**config.mk**
```make
export PLATFORM = sky130hd
export DESIGN_NAME = alu_arbiter
export DESIGN_NICKNAME = d
export VERILOG_FILES = /design/src/rtl/alu_arbiter.sv
export SDC_FILE = /design/constraint.sdc
export NUM_CORES = 1
export LEC_CHECK = 0
export CORE_AREA = 5 5 205 207
export CTS_CLUSTER_DIAMETER = 120
export DETAILED_ROUTE_END_ITERATION = 6
export DIE_AREA = 0 0 210 212
export PLACE_DENSITY_LB_ADDON = 0.12
export SLEW_MARGIN = 0
export SYNTH_ARGS = -nofsm -noshare
export SYNTH_HDL_FRONTEND = slang
export SYNTH_SLANG_ARGS = --single-unit
```
**constraint.sdc**
```tcl
create_clock -name i_clk -period 2.8 [get_ports i_clk]
set_clock_uncertainty 0.05 [all_clocks]
set_input_delay 0.28 -clock i_clk [delete_from_list [all_inputs] [get_ports i_clk]]
set_output_delay 0.28 -clock i_clk [all_outputs]
set_load 0.05 [all_outputs]
```
**src/rtl/alu_arbiter.sv**
```systemverilog
// alu_arbiter
// Shares one registered-input integer ALU between NREQ requesters. A
// round-robin arbiter picks one eligible requester per cycle and drives its
// operands onto the ALU bus. The single operation in flight is tracked. Its
// result, valid one cycle later, is steered into that requester's one-entry
// response buffer. The buffer is drained with a valid/ready handshake.
//
// Ports:
//   i_clk, i_rst_n          clock (posedge) / asynchronous active-low reset
//   i_req_valid/o_req_ready per-requester request handshake (one-hot grant)
//   i_req_instr..i_req_tag  packed per-requester opcode/operands/PC/tag
//   o_alu_*                 operand bus to the ALU (all zero when idle)
//   i_alu_out               ALU result, valid the cycle after the operands
//   o_resp_valid/i_resp_ready  per-requester response handshake
//   o_resp_data, o_resp_tag packed results and echoed tags
//   o_perf_grant, o_perf_stall  per-requester saturating 32-bit counters
//                           (present only with ALU_ARB_PERF_EN defined)
//
// Optional feature macro: ALU_ARB_PERF_EN
module alu_arbiter #(
  parameter int WIDTH = 32,
  parameter int NREQ  = 2,
  parameter int TAG_W = 4
) (
  input  logic                    i_clk,
  input  logic                    i_rst_n,
  input  logic [NREQ-1:0]         i_req_valid,
  output logic [NREQ-1:0]         o_req_ready,
  input  logic [NREQ*6-1:0]       i_req_instr,
  input  logic [NREQ*WIDTH-1:0]   i_req_rs1,
  input  logic [NREQ*WIDTH-1:0]   i_req_rs2,
  input  logic [NREQ*WIDTH-1:0]   i_req_imm,
  input  logic [NREQ*5-1:0]       i_req_shamt,
  input  logic [NREQ*32-1:0]      i_req_pc,
  input  logic [NREQ*TAG_W-1:0]   i_req_tag,
  output logic [5:0]              o_alu_instr,
  output logic [WIDTH-1:0]        o_alu_rs1,
  output logic [WIDTH-1:0]        o_alu_rs2,
  output logic [WIDTH-1:0]        o_alu_imm,
  output logic [4:0]              o_alu_shamt,
  output logic [31:0]             o_alu_pc,
  input  logic [WIDTH-1:0]        i_alu_out,
  output logic [NREQ-1:0]         o_resp_valid,
  input  logic [NREQ-1:0]         i_resp_ready,
  output logic [NREQ*WIDTH-1:0]   o_resp_data,
  output logic [NREQ*TAG_W-1:0]   o_resp_tag
`ifdef ALU_ARB_PERF_EN
  ,
  output logic [NREQ*32-1:0]      o_perf_grant,
  output logic [NREQ*32-1:0]      o_perf_stall
`endif
);

  localparam int IDW = (NREQ > 1) ? $clog2(NREQ) : 1;

  logic [IDW-1:0]         r_rr_ptr;
  logic                   r_infl_v;
  logic [IDW-1:0]         r_infl_id;
  logic [TAG_W-1:0]       r_infl_tag;
  logic [NREQ-1:0]        r_resp_valid;
  logic [NREQ*WIDTH-1:0]  r_resp_data;
  logic [NREQ*TAG_W-1:0]  r_resp_tag;

  logic [NREQ-1:0]        w_eligible;
  logic [NREQ-1:0]        w_grant;
  logic [IDW-1:0]         w_grant_id;
  logic [IDW-1:0]         w_next_ptr;
  logic [TAG_W-1:0]       w_grant_tag;
  logic                   w_found;

  // A requester may not issue while its own op is in flight, nor while its
  // buffer holds a response that is not being drained this cycle. This is
  // what guarantees a capture never overwrites an unconsumed response.
  always_comb begin
    w_eligible = '0;
    for (int k = 0; k < NREQ; k++) begin
      w_eligible[k] = i_req_valid[k]
                    & ~(r_infl_v & (r_infl_id == IDW'(k)))
                    & (~r_resp_valid[k] | i_resp_ready[k]);
    end
  end

  // Round-robin search starting at r_rr_ptr. Grants are forced off while
  // reset is asserted.
  always_comb begin
    w_grant    = '0;
    w_grant_id = '0;
    w_found    = 1'b0;
    if (i_rst_n) begin
      for (int i = 0; i < NREQ; i++) begin
        if (!w_found && w_eligible[(int'(r_rr_ptr) + i) % NREQ]) begin
          w_found    = 1'b1;
          w_grant_id = IDW'((int'(r_rr_ptr) + i) % NREQ);
          w_grant[(int'(r_rr_ptr) + i) % NREQ] = 1'b1;
        end
      end
    end
  end

  assign w_next_ptr  = (w_grant_id == IDW'(NREQ - 1)) ? '0 : w_grant_id + 1'b1;
  assign o_req_ready = w_grant;

  // The operand bus is zero (ALU default opcode) when nothing is granted.
  always_comb begin
    o_alu_instr = '0;
    o_alu_rs1   = '0;
    o_alu_rs2   = '0;
    o_alu_imm   = '0;
    o_alu_shamt = '0;
    o_alu_pc    = '0;
    w_grant_tag = '0;
    for (int k = 0; k < NREQ; k++) begin
      if (w_grant[k]) begin
        o_alu_instr = i_req_instr[k*6 +: 6];
        o_alu_rs1   = i_req_rs1[k*WIDTH +: WIDTH];
        o_alu_rs2   = i_req_rs2[k*WIDTH +: WIDTH];
        o_alu_imm   = i_req_imm[k*WIDTH +: WIDTH];
        o_alu_shamt = i_req_shamt[k*5 +: 5];
        o_alu_pc    = i_req_pc[k*32 +: 32];
        w_grant_tag = i_req_tag[k*TAG_W +: TAG_W];
      end
    end
  end

  // In-flight tracking and response capture. A capture takes priority over a
  // drain of the same buffer, so the new result stays visible.
  always_ff @(posedge i_clk or negedge i_rst_n) begin
    if (!i_rst_n) begin
      r_rr_ptr     <= '0;
      r_infl_v     <= 1'b0;
      r_infl_id    <= '0;
      r_infl_tag   <= '0;
      r_resp_valid <= '0;
      r_resp_data  <= '0;
      r_resp_tag   <= '0;
    end else begin
      r_infl_v   <= |w_grant;
      r_infl_id  <= w_grant_id;
      r_infl_tag <= w_grant_tag;
      if (|w_grant) begin
        r_rr_ptr <= w_next_ptr;
      end
      for (int k = 0; k < NREQ; k++) begin
        if (r_infl_v && (r_infl_id == IDW'(k))) begin
          r_resp_valid[k]                 <= 1'b1;
          r_resp_data[k*WIDTH +: WIDTH]   <= i_alu_out;
          r_resp_tag[k*TAG_W +: TAG_W]    <= r_infl_tag;
        end else if (i_resp_ready[k]) begin
          r_resp_valid[k] <= 1'b0;
        end
      end
    end
  end

  assign o_resp_valid = r_resp_valid;
  assign o_resp_data  = r_resp_data;
  assign o_resp_tag   = r_resp_tag;

`ifdef ALU_ARB_PERF_EN
  logic [NREQ*32-1:0] r_perf_grant;
  logic [NREQ*32-1:0] r_perf_stall;

  // Saturating grant/stall counters; a stall is a valid request not granted.
  always_ff @(posedge i_clk or negedge i_rst_n) begin
    if (!i_rst_n) begin
      r_perf_grant <= '0;
      r_perf_stall <= '0;
    end else begin
      for (int k = 0; k < NREQ; k++) begin
        if (w_grant[k] && (r_perf_grant[k*32 +: 32] != 32'hFFFF_FFFF)) begin
          r_perf_grant[k*32 +: 32] <= r_perf_grant[k*32 +: 32] + 32'd1;
        end
        if (i_req_valid[k] && !w_grant[k] &&
            (r_perf_stall[k*32 +: 32] != 32'hFFFF_FFFF)) begin
          r_perf_stall[k*32 +: 32] <= r_perf_stall[k*32 +: 32] + 32'd1;
        end
      end
    end
  end

  assign o_perf_grant = r_perf_grant;
  assign o_perf_stall = r_perf_stall;
`endif

endmodule
```
==> impl_metrics.csv <==
group,metric,value,unit
sta,maxSlewViolCount,0,
global_route,grt_overflow,0,
power_and_ir_drop,switchingPower,0.00349,W
global_route,grt_pass1_wl,47100,um
global_route,grt_pass1_vias,5998,
die,fp.dieH,212,um
global_route,antenna_found_initial,7,
power_and_ir_drop,leakage,5.06,nW
logic_synthesis,synth-edff-count,0,
place,io_buffers,538,
die,die_w,210,um
route,routedWlPerCell,23.3,um
sta,tns,0,ps
clock_tree,numCtsBuffers,9,
flow_run,maxCapViolations,0,
place,dpl.cell_count,1475,
finish,layout.filler_cells,4151,
clock_tree,path_clk_slew,70,ps
route,ant_nets,0,
hold_path,worstHoldPathType,"primary input to async pin",
finish,nets,1280,
clock_tree,h-tree-depth,3,
sta,fin_crit_sh,95.4,%
finish,areaGrowthSynthToFinish,176,%
logic_synthesis,syn-cell-area,0.00444,mm2
finish,final_cell_mix,"396 x clkdlybuf4s50_1, 148 x buf_12, 143 x a22o_1",
sta,rsz0062_at_grt,"no",
clock_tree,cts_buffer_depth,2,
die,num_io_pins,539,
clock_tree,post_cts_resized,0,
power_and_ir_drop,internal_power,0.00425,W
clock_tree,clock_latency,330,ps
power_and_ir_drop,power_frac_clock,15.5,%
setup_path,max_stage_delay,420,ps
route,viasPerCell,3.74,
logic_synthesis,postSynthCellCount,427,
logic_synthesis,yosysSeqAreaShare,45.7,%
sta,worstMarginPinSlew,898,ps
route,drt-total-wl,34800,um
clock_tree,cts_tree,"built",
finish,layout_commonest_cell,"clkdlybuf4s50_1",
place,place.gp.congestion,0.836,
route,drtIter0Drc,221,
route,first_pass_iters,4,
setup_path,slowest_stage,"dfrtp_1",
logic_synthesis,ys.flop_type,"dfrtp_1",
die,coreArea,0.0402,mm2
logic_synthesis,synth.net_count,751,
die,rows,74,
power_and_ir_drop,switching_share,45.1,%
power_and_ir_drop,seqPwrFrac,21.7,%
route,drcViolationCount,0,
logic_synthesis,yosysWarnings,0,
clock_tree,cts_sinks,81,
sta,final_hold_viol_count,0,
global_route,groute.usage.overall,14.7,%
place,dp_hpwl,30200,um
sta,timing.fmax,374,MHz
setup_path,crit_family,"buffers and inverters",
setup_path,cp_common_cell,"buf_12",
global_route,grt_max_degree,68,
sta,setup_viol,0,
power_and_ir_drop,p_total,0.00774,W
setup_path,required,2470,ps
power_and_ir_drop,irDropWorstVdd,277,uV
die,dieArea,0.0445,mm2
route,via_count,5593,
sta,period_needed,2670,ps
die,initial_utilization,11.0,%
setup_path,crit_path_start_kind,"flip-flop",
setup_path,endpoint_kind,"output pin",
logic_synthesis,ys_seq_elements,81,
setup_path,cp.arrival,2340,ps
clock_tree,root_buffer,"clkbuf_16",
power_and_ir_drop,p_per_area,632,mW/mm2
finish,drive_above_1_share,23.0,%
logic_synthesis,synthDistinctLibCells,21,
logic_synthesis,syn_area_per_cell,10.4,um2
finish,instances_no_fill,1494,
setup_path,worst-setup-path-type,"flip-flop to output pin",
setup_path,path_max_fanout,42,
setup_path,crit_buf_inv,3,
setup_path,crit_path_cell_trace,"nor2b_4 -> nor3_1 -> o21a_4 -> buf_12 -> buf_12 -> a22o_1 -> buf_12",
run_status,status,"finished clean",
logic_synthesis,async_reset_ff_share,100,%
sta,maxSlewHeadroom,40.2,%
power_and_ir_drop,combPwrFrac,62.8,%
==> cell type report <==
type	instances	area [um2]	share of cell area, %
Sequential cell	81	2030	16.5
Clock buffer	10	229	1.87
Clock inverter	6	67.6	0.551
Inverter	1	3.75	0.0306
Timing Repair Buffer	560	7050	57.5
Antenna cell	1	2.50	0.0204
Multi-Input combinational cell	303	2210	18.0
Tap cell	532	666	5.43
==> final timing paths <==
kind,startpoint,end,slack (ps),cells after the start
max in group asynchronous,i_rst_n,o_resp_data[40],1690,2
min in group i_clk,i_rst_n,r_infl_v,240,3
min reg2reg,o_resp_data[3],o_resp_data[3],420,2
min,i_rst_n,o_resp_data[47],130,2
max reg2reg,r_infl_v,r_infl_tag[3],950,6
max,r_infl_v,o_alu_imm[23],130,7
==> repair_timing <==
| item | in CTS | in global routing |
|---|---|---|
| hold buffers | 1 | 0 |
| endpoints found under the hold margin | 14 | 0 |
| buffers inserted | 1 | 0 |
| setup endpoints to repair | 3 | 0 |
==> stage by stage <==
| step | worst slack (ps) | area, um2 | util (%) | hold slack, ps |
|---|---|---|---|---|
| 2_1_floorplan | 319 | 4440 | - | -65.6 |
| 5_1_grt | 7.53 | 12300 | 30.5 | 237 |
| 6_report | 128 | 12300 | 30.5 | 134 |
| 3_5_place_dp | 156 | 11900 | 29.7 | 124 |
| 4_1_cts | 78.6 | 12300 | 30.5 | 211 |
| 3_3_place_gp | 151 | 11900 | 29.7 | 120 |
==> layer usage <==
metal	up-vias	GRT usage, %	wire [um]
met5	-	0	49
met3	42	5.43	3140
li1	2653	-	-
met1	2600	17.7	13800
met4	8	4.25	1010
met2	290	24.6	16800
==> power by group through the flow <==
stage | combinational, W | clock (W) | sequential [W]
floorplan | 0.00133 | 0 | 0.00287
global placement | 0.00492 | 0 | 0.00170
detailed placement | 0.00492 | 0 | 0.00171
CTS | 0.00493 | 0.00126 | 0.00169
global route | 0.00504 | 0.00131 | 0.00173
finish | 0.00486 | 0.00120 | 0.00168
==> cell usage after synthesis, types with 2 or more instances <==
master	n	share of area (%)
a22o_1	143	28
nand2_1	111	9.4
dfrtp_1	81	46
mux2_2	36	9.1
buf_2	19	2.1
clkbuf_1	9	0.76
buf_4	8	1.4
buf_1	6	0.51
nor3_1	2	0.23
==> kinds of logic (layout without fill, tap and decap cells) <==
logic type | after synthesis | count (layout) | synth area share [%]
buf+inv | 43 | 577 | 4.85
other cells | 0 | 1 | 0
mux | 36 | 36 | 9.13
flops | 81 | 81 | 45.7
compound gates | 147 | 147 | 29.0
simple gates | 120 | 120 | 11.4
==> flip-flops by register name (all words and copies together), names as in the netlist <==
| register | count |
|---|---|
| r_infl_id | 1 |
| o_resp_tag | 8 |
| r_rr_ptr | 1 |
| o_resp_data | 64 |
| r_infl_v | 1 |
| o_resp_valid | 2 |
| r_infl_tag | 4 |
Note: power is estimated with default switching activity, not from simulation.
